### src/rtl/ppl_pkg.sv
// Shared definitions for the execute stage: ALU opcodes, multiply FSM states, defaults.
package ppl_pkg;

  localparam logic [3:0] ALU_ADD  = 4'b0000;
  localparam logic [3:0] ALU_SUB  = 4'b0001;
  localparam logic [3:0] ALU_AND  = 4'b0010;
  localparam logic [3:0] ALU_OR   = 4'b0011;
  localparam logic [3:0] ALU_XOR  = 4'b0100;
  localparam logic [3:0] ALU_LUI  = 4'b0101;
  localparam logic [3:0] ALU_SLL  = 4'b0110;
  localparam logic [3:0] ALU_SRL  = 4'b0111;
  localparam logic [3:0] ALU_SRA  = 4'b1000;
  localparam logic [3:0] ALU_SLT  = 4'b1001;
  localparam logic [3:0] ALU_SLTU = 4'b1010;
  localparam logic [3:0] ALU_MUL  = 4'b1011;

  localparam int          MUL_CYCLES     = 32;
  localparam logic [31:0] JAL_OFFSET_DEF = 32'd4;

  typedef enum logic [1:0] {
    MS_IDLE = 2'd0,
    MS_BUSY = 2'd1,
    MS_DONE = 2'd2
  } mul_state_e;

endpackage

### src/rtl/ppl_exe_if.sv
// ID/EX -> EX/MEM signal bundle; the execute stage sits on the slave side.
interface ppl_exe_if;
  logic        exWriteReg;
  logic        exMem2Reg;
  logic        exWriteMem;
  logic        exJal;
  logic        exAluImm;
  logic        exShift;
  logic [3:0]  exAluC;
  logic [31:0] expc4;
  logic [31:0] exDataA;
  logic [31:0] exDataB;
  logic [31:0] exDataImm;
  logic [4:0]  exReg0;
  logic        exStall;
  logic        mWriteReg;
  logic        mMem2Reg;
  logic        mWriteMem;
  logic [31:0] mAluR;
  logic [31:0] mDataB;
  logic [4:0]  mReg;

  modport master (
    output exWriteReg, exMem2Reg, exWriteMem, exJal, exAluImm, exShift,
           exAluC, expc4, exDataA, exDataB, exDataImm, exReg0,
    input  exStall, mWriteReg, mMem2Reg, mWriteMem, mAluR, mDataB, mReg
  );

  modport slave (
    input  exWriteReg, exMem2Reg, exWriteMem, exJal, exAluImm, exShift,
           exAluC, expc4, exDataA, exDataB, exDataImm, exReg0,
    output exStall, mWriteReg, mMem2Reg, mWriteMem, mAluR, mDataB, mReg
  );
endinterface

### src/rtl/ppl_mul_iter.sv
// Iterative shift-add 32x32 unsigned multiplier (low 32 product bits).
// Only built when MUL_EN is defined.
`ifdef MUL_EN
module ppl_mul_iter
  import ppl_pkg::*;
#(
  parameter int CYCLES = MUL_CYCLES
) (
  input  logic        clk,
  input  logic        rst_n,
  input  logic        start_i,
  input  logic [31:0] a_i,
  input  logic [31:0] b_i,
  output logic        busy_o,
  output logic        done_o,
  output logic [31:0] prod_o
);
  localparam int CNT_W = $clog2(CYCLES);

  mul_state_e       state_q;
  logic [31:0]      mcand_q, mplier_q, acc_q;
  logic [CNT_W-1:0] cnt_q;

  always_ff @(posedge clk or negedge rst_n) begin
    if (!rst_n) begin
      state_q  <= MS_IDLE;
      mcand_q  <= '0;
      mplier_q <= '0;
      acc_q    <= '0;
      cnt_q    <= '0;
    end else begin
      case (state_q)
        MS_IDLE: if (start_i) begin
          mcand_q  <= a_i;
          mplier_q <= b_i;
          acc_q    <= '0;
          cnt_q    <= '0;
          state_q  <= MS_BUSY;
        end
        MS_BUSY: begin
          if (mplier_q[0]) acc_q <= acc_q + mcand_q;
          mcand_q  <= mcand_q << 1;
          mplier_q <= mplier_q >> 1;
          cnt_q    <= cnt_q + CNT_W'(1);
          // last iteration lands on the same edge that leaves BUSY
          if (cnt_q == CNT_W'(CYCLES - 1)) state_q <= MS_DONE;
        end
        MS_DONE: state_q <= MS_IDLE;
        default: state_q <= MS_IDLE;
      endcase
    end
  end

  assign busy_o = (state_q == MS_BUSY);
  assign done_o = (state_q == MS_DONE);
  assign prod_o = acc_q;
endmodule
`endif

### src/rtl/ppl_exe.sv
// Execute stage with integrated EX/MEM register. Define MUL_EN to build the
// iterative multiplier and its stall; otherwise opcode 1011 yields 0 in one cycle.
module ppl_exe
  import ppl_pkg::*;
#(
  parameter logic [31:0] JAL_OFFSET = JAL_OFFSET_DEF
) (
  input  logic     clk,
  input  logic     reset,
  ppl_exe_if.slave bus
);
  logic [31:0] opA, opB, alu_r, res;

  always_comb begin
    opA = bus.exShift  ? {27'b0, bus.exDataImm[10:6]} : bus.exDataA;
    opB = bus.exAluImm ? bus.exDataImm : bus.exDataB;
    case (bus.exAluC)
      ALU_ADD:  alu_r = opA + opB;
      ALU_SUB:  alu_r = opA - opB;
      ALU_AND:  alu_r = opA & opB;
      ALU_OR:   alu_r = opA | opB;
      ALU_XOR:  alu_r = opA ^ opB;
      ALU_LUI:  alu_r = opB << 16;
      ALU_SLL:  alu_r = opB << opA[4:0];
      ALU_SRL:  alu_r = opB >> opA[4:0];
      ALU_SRA:  alu_r = $unsigned($signed(opB) >>> opA[4:0]);
      ALU_SLT:  alu_r = {31'b0, $signed(opA) < $signed(opB)};
      ALU_SLTU: alu_r = {31'b0, opA < opB};
      default:  alu_r = '0;
    endcase
    res = bus.exJal ? bus.expc4 + JAL_OFFSET : alu_r;
  end

  logic        bubble, mul_fin;
  logic [31:0] mul_prod;

`ifdef MUL_EN
  logic mul_start, mul_busy, mul_done;

  // reset gates the start so a held mul opcode cannot raise the stall during reset
  assign mul_start = reset && (bus.exAluC == ALU_MUL) && !bus.exJal && !mul_busy && !mul_done;

  ppl_mul_iter #(.CYCLES(MUL_CYCLES)) u_mul (
    .clk     (clk),
    .rst_n   (reset),
    .start_i (mul_start),
    .a_i     (opA),
    .b_i     (opB),
    .busy_o  (mul_busy),
    .done_o  (mul_done),
    .prod_o  (mul_prod)
  );

  assign bus.exStall = mul_start || mul_busy;
  assign bubble      = mul_start || mul_busy;
  assign mul_fin     = mul_done;
`else
  assign bus.exStall = 1'b0;
  assign bubble      = 1'b0;
  assign mul_fin     = 1'b0;
  assign mul_prod    = '0;
`endif

  logic        wr_d, m2r_d, wm_d, wr_q, m2r_q, wm_q;
  logic [31:0] alur_d, datab_d, alur_q, datab_q;
  logic [4:0]  reg_d, reg_q;

  always_comb begin
    wr_d    = bus.exWriteReg;
    m2r_d   = bus.exMem2Reg;
    wm_d    = bus.exWriteMem;
    alur_d  = res;
    datab_d = bus.exDataB;
    reg_d   = bus.exReg0;
    if (bubble) begin
      wr_d   = 1'b0;
      m2r_d  = 1'b0;
      wm_d   = 1'b0;
      alur_d = '0;
      reg_d  = '0;
    end else if (mul_fin) begin
      m2r_d  = 1'b0;
      wm_d   = 1'b0;
      alur_d = mul_prod;
    end
  end

  always_ff @(posedge clk or negedge reset) begin
    if (!reset) begin
      wr_q    <= 1'b0;
      m2r_q   <= 1'b0;
      wm_q    <= 1'b0;
      alur_q  <= '0;
      datab_q <= '0;
      reg_q   <= '0;
    end else begin
      wr_q    <= wr_d;
      m2r_q   <= m2r_d;
      wm_q    <= wm_d;
      alur_q  <= alur_d;
      datab_q <= datab_d;
      reg_q   <= reg_d;
    end
  end

  assign bus.mWriteReg = wr_q;
  assign bus.mMem2Reg  = m2r_q;
  assign bus.mWriteMem = wm_q;
  assign bus.mAluR     = alur_q;
  assign bus.mDataB    = datab_q;
  assign bus.mReg      = reg_q;
endmodule

### src/flat_wrapper.sv
// flat-port wrapper written by rule: the top's interface ports become plain ports
module ppl_exe_flat import ppl_pkg::*;
#(
  parameter logic [31:0] JAL_OFFSET = JAL_OFFSET_DEF
)
  (clk, reset, bus_exWriteReg, bus_exMem2Reg, bus_exWriteMem, bus_exJal, bus_exAluImm, bus_exShift, bus_exAluC, bus_expc4, bus_exDataA, bus_exDataB, bus_exDataImm, bus_exReg0, bus_exStall, bus_mWriteReg, bus_mMem2Reg, bus_mWriteMem, bus_mAluR, bus_mDataB, bus_mReg);
  ppl_exe_if bus_i ();
  input  logic clk;
  input  logic reset;
  input wire logic [$bits(bus_i.exWriteReg)-1:0] bus_exWriteReg;
  input wire logic [$bits(bus_i.exMem2Reg)-1:0] bus_exMem2Reg;
  input wire logic [$bits(bus_i.exWriteMem)-1:0] bus_exWriteMem;
  input wire logic [$bits(bus_i.exJal)-1:0] bus_exJal;
  input wire logic [$bits(bus_i.exAluImm)-1:0] bus_exAluImm;
  input wire logic [$bits(bus_i.exShift)-1:0] bus_exShift;
  input wire logic [$bits(bus_i.exAluC)-1:0] bus_exAluC;
  input wire logic [$bits(bus_i.expc4)-1:0] bus_expc4;
  input wire logic [$bits(bus_i.exDataA)-1:0] bus_exDataA;
  input wire logic [$bits(bus_i.exDataB)-1:0] bus_exDataB;
  input wire logic [$bits(bus_i.exDataImm)-1:0] bus_exDataImm;
  input wire logic [$bits(bus_i.exReg0)-1:0] bus_exReg0;
  output wire logic [$bits(bus_i.exStall)-1:0] bus_exStall;
  output wire logic [$bits(bus_i.mWriteReg)-1:0] bus_mWriteReg;
  output wire logic [$bits(bus_i.mMem2Reg)-1:0] bus_mMem2Reg;
  output wire logic [$bits(bus_i.mWriteMem)-1:0] bus_mWriteMem;
  output wire logic [$bits(bus_i.mAluR)-1:0] bus_mAluR;
  output wire logic [$bits(bus_i.mDataB)-1:0] bus_mDataB;
  output wire logic [$bits(bus_i.mReg)-1:0] bus_mReg;
  assign bus_i.exWriteReg = bus_exWriteReg;
  assign bus_i.exMem2Reg = bus_exMem2Reg;
  assign bus_i.exWriteMem = bus_exWriteMem;
  assign bus_i.exJal = bus_exJal;
  assign bus_i.exAluImm = bus_exAluImm;
  assign bus_i.exShift = bus_exShift;
  assign bus_i.exAluC = bus_exAluC;
  assign bus_i.expc4 = bus_expc4;
  assign bus_i.exDataA = bus_exDataA;
  assign bus_i.exDataB = bus_exDataB;
  assign bus_i.exDataImm = bus_exDataImm;
  assign bus_i.exReg0 = bus_exReg0;
  assign bus_exStall = bus_i.exStall;
  assign bus_mWriteReg = bus_i.mWriteReg;
  assign bus_mMem2Reg = bus_i.mMem2Reg;
  assign bus_mWriteMem = bus_i.mWriteMem;
  assign bus_mAluR = bus_i.mAluR;
  assign bus_mDataB = bus_i.mDataB;
  assign bus_mReg = bus_i.mReg;
  ppl_exe #(.JAL_OFFSET(JAL_OFFSET)) u_core (.clk(clk), .reset(reset), .bus(bus_i));
endmodule
### config.mk
export PLATFORM = sky130hd
export DESIGN_NAME = ppl_exe_flat
export DESIGN_NICKNAME = d
export VERILOG_FILES = /design/src/rtl/ppl_pkg.sv /design/src/rtl/ppl_exe_if.sv /design/src/rtl/ppl_mul_iter.sv /design/src/rtl/ppl_exe.sv /design/src/flat_wrapper.sv
export SDC_FILE = /design/constraint.sdc
export NUM_CORES = 1
export LEC_CHECK = 0
export CORE_ASPECT_RATIO = 0.7
export CORE_MARGIN = 5
export CORE_UTILIZATION = 55
export CTS_CLUSTER_SIZE = 40
export DETAILED_ROUTE_END_ITERATION = 8
export PLACE_DENSITY_LB_ADDON = 0.12
export SLEW_MARGIN = 25
export SYNTH_ARGS = -nofsm -noshare
export SYNTH_HDL_FRONTEND = slang
export SYNTH_SLANG_ARGS = --single-unit
### constraint.sdc
create_clock -name clk -period 1.45 [get_ports clk]
set_clock_uncertainty 0.2 [all_clocks]
set_input_delay 0.29 -clock clk [delete_from_list [all_inputs] [get_ports clk]]
set_output_delay 0.29 -clock clk [all_outputs]
set_load 0.01 [all_outputs]
==> metrics.yaml, run 1 <==
die:
  num_io_pins: 218
  die_height_um: 135.5
  start_util: 0.5648
  rows: 45
  die_x_um: 189.3
clocking:
  cts_hold_buf: 5
  htreeDepth: 3
  clockBufferDepth: 2
  clockRootBuffer: "clkbuf_16"
  clock_sinks: 72
  numCtsBuffers: 9
  cts_setup_buffers: 81
  cts_resized: 719
placed_design:
  place_ws_ps: -2654
  placed_cells_incl_taps: 2713
  hpwl_mm: 59.36
  gp_congestion: 1.323
  io_buffers: 216
synthesis:
  synth_flop_cell: "dfrtp_1"
  synth-edff-count: 0
  synth.distinct_cells: 89
  syn-cell-area_mm2: 0.01237
  synth_fp_nets: 1948
  yosysSeqAreaShare: 0.1456
  syn_avg_cell_area_um2: 7.290
  synthArstFlopShare: 1.000
  yosys_warnings: 0
  syn_inst: 1697
  ys_ff_latch: 72
run_status:
  status: "did not finish"
  stop_stage: "clock tree synthesis"
  first-error: "[ERROR DPL-0038] Utilization greater than 100%, impossible to legalize"
[cell usage after synthesis, types with 13 or more instances]
cell / count / area [um2]
o31ai_1: 15 / 112.6
xor2_1: 14 / 122.6
o211ai_1: 25 / 187.7
mux2_2: 13 / 146.4
o21bai_1: 15 / 112.6
inv_1: 84 / 315.3
nor2b_1: 31 / 193.9
and3_1: 14 / 87.58
a211oi_1: 26 / 195.2
o22ai_1: 53 / 331.6
nand4_1: 16 / 100.1
clkbuf_1: 78 / 292.8
xnor2_1: 24 / 210.2
dfrtp_1: 72 / 1802
a22oi_1: 14 / 105.1
buf_2: 24 / 120.1
nand2_1: 141 / 529.3
a21oi_1: 130 / 650.6
nor2_1: 169 / 634.4
o221ai_1: 21 / 183.9
nand3_1: 41 / 205.2
or3_1: 14 / 87.58
a21o_1: 14 / 105.1
nand2b_1: 19 / 118.9
mux2i_1: 134 / 1341
o21ai_0: 84 / 420.4
ha_1: 104 / 1301
a31oi_1: 28 / 175.2
nor3_1: 51 / 255.2
[kinds of logic after synthesis]
group / count (synthesis) / synth area share
xor gates and xnor gates: 38 / 0.02690
adders and majority gates: 106 / 0.1084
DFF: 72 / 0.1456
muxes: 160 / 0.1357
other: 1 / 0.0003031
AOI/OAI and AO/OA: 550 / 0.2984
and+or+nand+nor: 553 / 0.2133
buffers and inverters: 217 / 0.07131
[metrics by stage]
stage | instance area (um2) | utilization
2_1_floorplan | 13100 | -
3_3_place_gp | 19740 | 0.9014
3_5_place_dp | 19750 | 0.9016
==> run 2, diff against run 1 <==
--- a/config.mk
+++ b/config.mk
@@ -5,12 +5,10 @@
 export SDC_FILE = /design/constraint.sdc
 export NUM_CORES = 1
 export LEC_CHECK = 0
-export CORE_ASPECT_RATIO = 0.7
 export CORE_MARGIN = 5
-export CORE_UTILIZATION = 55
-export CTS_CLUSTER_SIZE = 40
+export CORE_UTILIZATION = 40
 export DETAILED_ROUTE_END_ITERATION = 8
-export PLACE_DENSITY_LB_ADDON = 0.12
+export PLACE_DENSITY_LB_ADDON = 0.15
 export SLEW_MARGIN = 25
 export SYNTH_ARGS = -nofsm -noshare
 export SYNTH_HDL_FRONTEND = slang
==> metrics.yaml, run 2 <==
die:
  num_io_pins: 218  # unchanged
  rows: 64  # +42%
  core-area_mm2: 0.03059
  die_area_mm2: 0.03454
  die_x_um: 185.9  # -1.8%
  die_height_um: 185.9  # +37%
  start_util: 0.4044  # -0.1604
global_routing:
  grt_pass1_vias: 18360
  grt_pass1_wl_mm: 114.5
  grt_usage: 0.4434
  antenna_found_initial: 1
  overflow: 0
  grt_max_degree: 73
clocking:
  htreeDepth: 3  # unchanged
  clockRootBuffer: "clkbuf_16"
  cts_tree: "done"
  clock_sinks: 72  # unchanged
  numCtsBuffers: 9  # unchanged
  clk_pin_slew_ps: 80
  clockBufferDepth: 2  # unchanged
worst_hold_path:
  holdPathStages: 1
  min_from: "bus_exDataB[1]"
  min-delay-path-class: "in -> reg"
synthesis:
  syn-cell-area_mm2: 0.01237  # unchanged
  synth.area.top_cells: "dfrtp_1 (15%), mux2i_1 (11%), ha_1 (11%)"
  yosys_warnings: 0  # unchanged
  syn_avg_cell_area_um2: 7.290  # unchanged
  yosys.area.top_type: "dfrtp_1"
  synth_top_area_share: 0.1456  # unchanged
  syn_inst: 1697  # unchanged
  yosysSeqAreaShare: 0.1456  # unchanged
  synth_flop_cell: "dfrtp_1"
  synth.distinct_cells: 89  # unchanged
  synth.most_common_cell: "nor2_1"
  synthArstFlopShare: 1.000  # unchanged
  ys_ff_latch: 72  # unchanged
  synth-edff-count: 0  # unchanged
  synth_fp_nets: 1948  # unchanged
  yosys-top-cells-count: "nor2_1 (169), nand2_1 (141), mux2i_1 (134)"
sta:
  fmax_ghz: 0.2933
  setup_ws_ps: -1959
  report.final.setup_viol: 32
  min_period_ps: 3409
  hold_viol: 0
  finalCritPeriodShare: 2.351
  max-slew-margin-rel: 0.4478
  worstMarginPinSlew_ps: 807.5
  rsz0062_at_grt: "yes"
  slew_violations: 0
  setup_tns_ps: -55580
power_and_ir_drop:
  clkPwrFrac: 0.175
  ir_drop_v: 0.0006126
  p_sw_frac: 0.4391
  power.density_mw_per_mm2: 660.6
  p_sw_mw: 6.612
  p_int_mw: 8.444
  combPwrFrac: 0.678
  power.static_leakage_nw: 10.37
  p_seq_frac: 0.147
critical_path:
  crit_path_end_kind: "flip-flop"
  cp_data_required_time_ps: 1530
  crit_path_start_kind: "input pin"
  startpoint: "bus_exAluImm"
  critPathArrivalTime_ps: 3490
  crit_type: "in -> reg"
  crit_fanout: 6
placed_design:
  placed_cells_incl_taps: 2858  # +5.3%
  io_buffers: 216  # unchanged
  place_ws_ps: -2786  # -132.1 ps
  hpwl_mm: 61.62  # +3.8%
  gp_congestion: 1.049  # -21%
  placed_area_mm2: 0.02014  # +2.0%
final_layout:
  final_cell_mix: "buf_4 (668), nor2_1 (158), nand2_1 (135)"
  areaGrowthSynthToFinish_pct: 84.24
  fill_cells: 2216
  drive_gt1_frac: 0.4583
  final_common_cell: "buf_4"
  stdcell_area_mm2: 0.02279
  fin_nets: 2812
  final_cells: 2964
route:
  dr.pass1.iters: 6
  vias: 18940
  totalWireLength_mm: 81.07
  drt-vias-per-instance: 6.388
  wl_per_cell_um: 27.35
  antenna_left: 0
  drtIter0Drc: 2770
  drt_drc_violations_left: 0
run_status:
  status: "finished with violations"
  violations: "setup timing"
flow_run:
  maxCapViolCount: 0
==> run 2: per-layer routing <==
| layer | track usage | routed length [um] | vias up |
|---|---|---|---|
| met5 | 0 | 0 | - |
| met4 | 0.2810 | 6810 | 0 |
| met2 | 0.6733 | 34050 | 1496 |
| met1 | 0.5595 | 30320 | 8993 |
| met3 | 0.1133 | 9894 | 402 |
| li1 | - | - | 8044 |
==> run 2: final cells by class <==
cell class | instances | area [um2] | area share
diodes | 2 | 5.005 | 0.0002196
clock buffers | 9 | 225.2 | 0.009881
clock inverters | 7 | 96.34 | 0.004227
inverters | 96 | 365.4 | 0.01603
multi-input cells | 1408 | 11740 | 0.5151
flip-flops and latches | 72 | 1802 | 0.07905
well taps | 396 | 495.5 | 0.02174
repair buffers | 974 | 8063 | 0.3538
==> run 2: worst max-delay path, stage by stage <==
cell and delay (ps):
buf_12 100, buf_12 150, mux2i_4 350, ha_4 260, or3_4 390, or4_4 420, buf_4 160, a21oi_2 160
o21ai_2 120, o211ai_4 120, mux2_4 320, a211o_1 300, nor3_2 230, o22ai_1 110
==> run 2: metrics by stage <==
step	power [mW]	utilization	hold WS [ps]
after global routing	15.49	0.7449	-0.02670
after floorplan	6.124	-	-205.6
after global placement	10.51	0.6585	133.5
after CTS	14.13	0.7186	0.1091
final	15.06	0.7451	6.203
after detailed placement	10.60	0.6585	141.9
==> run 2: cell families (layout without fill, tap and decap cells) <==
group	Yosys count	in the layout	synth area share
flops	72	72	0.1456
fa+ha+maj	106	106	0.1084
mux	160	160	0.1357
simple gates	553	553	0.2133
other cells	1	3	0.0003031
compound gates	550	550	0.2984
xor+xnor	38	38	0.02690
buf+inv	217	1086	0.07131
==> run 2: worst paths after layout <==
kind | slack [ps] | endpoint
max in group asynchronous | 420 | u_core.bus.mAluR[11]$_DFF_PN0_
min in group asynchronous | 260 | u_core.bus.mAluR[0]$_DFF_PN0_
setup / recovery | -1960 | u_core.bus.mAluR[28]$_DFF_PN0_
hold / removal | 6 | u_core.bus.mDataB[1]$_DFF_PN0_
==> run 2: power by group through the flow <==
stage	clock network, mW	registers (mW)	logic, mW
2_1_floorplan	0	2.33	3.79
3_3_place_gp	0	2.25	8.26
3_5_place_dp	0	2.26	8.35
4_1_cts	2.64	2.22	9.28
5_1_grt	2.71	2.23	10.5
6_report	2.63	2.22	10.2
==> run 2: what timing repair did <==
action,4_1_cts,5_1_grt
setup endpoints to repair,104,32
gates resized for setup,613,118
pin swaps,107,89
hold endpoints to repair,75,2
cloned,3,0
setup buffers,49,39
hold buffers,4,2
Note: power is estimated with default switching activity, not from simulation.
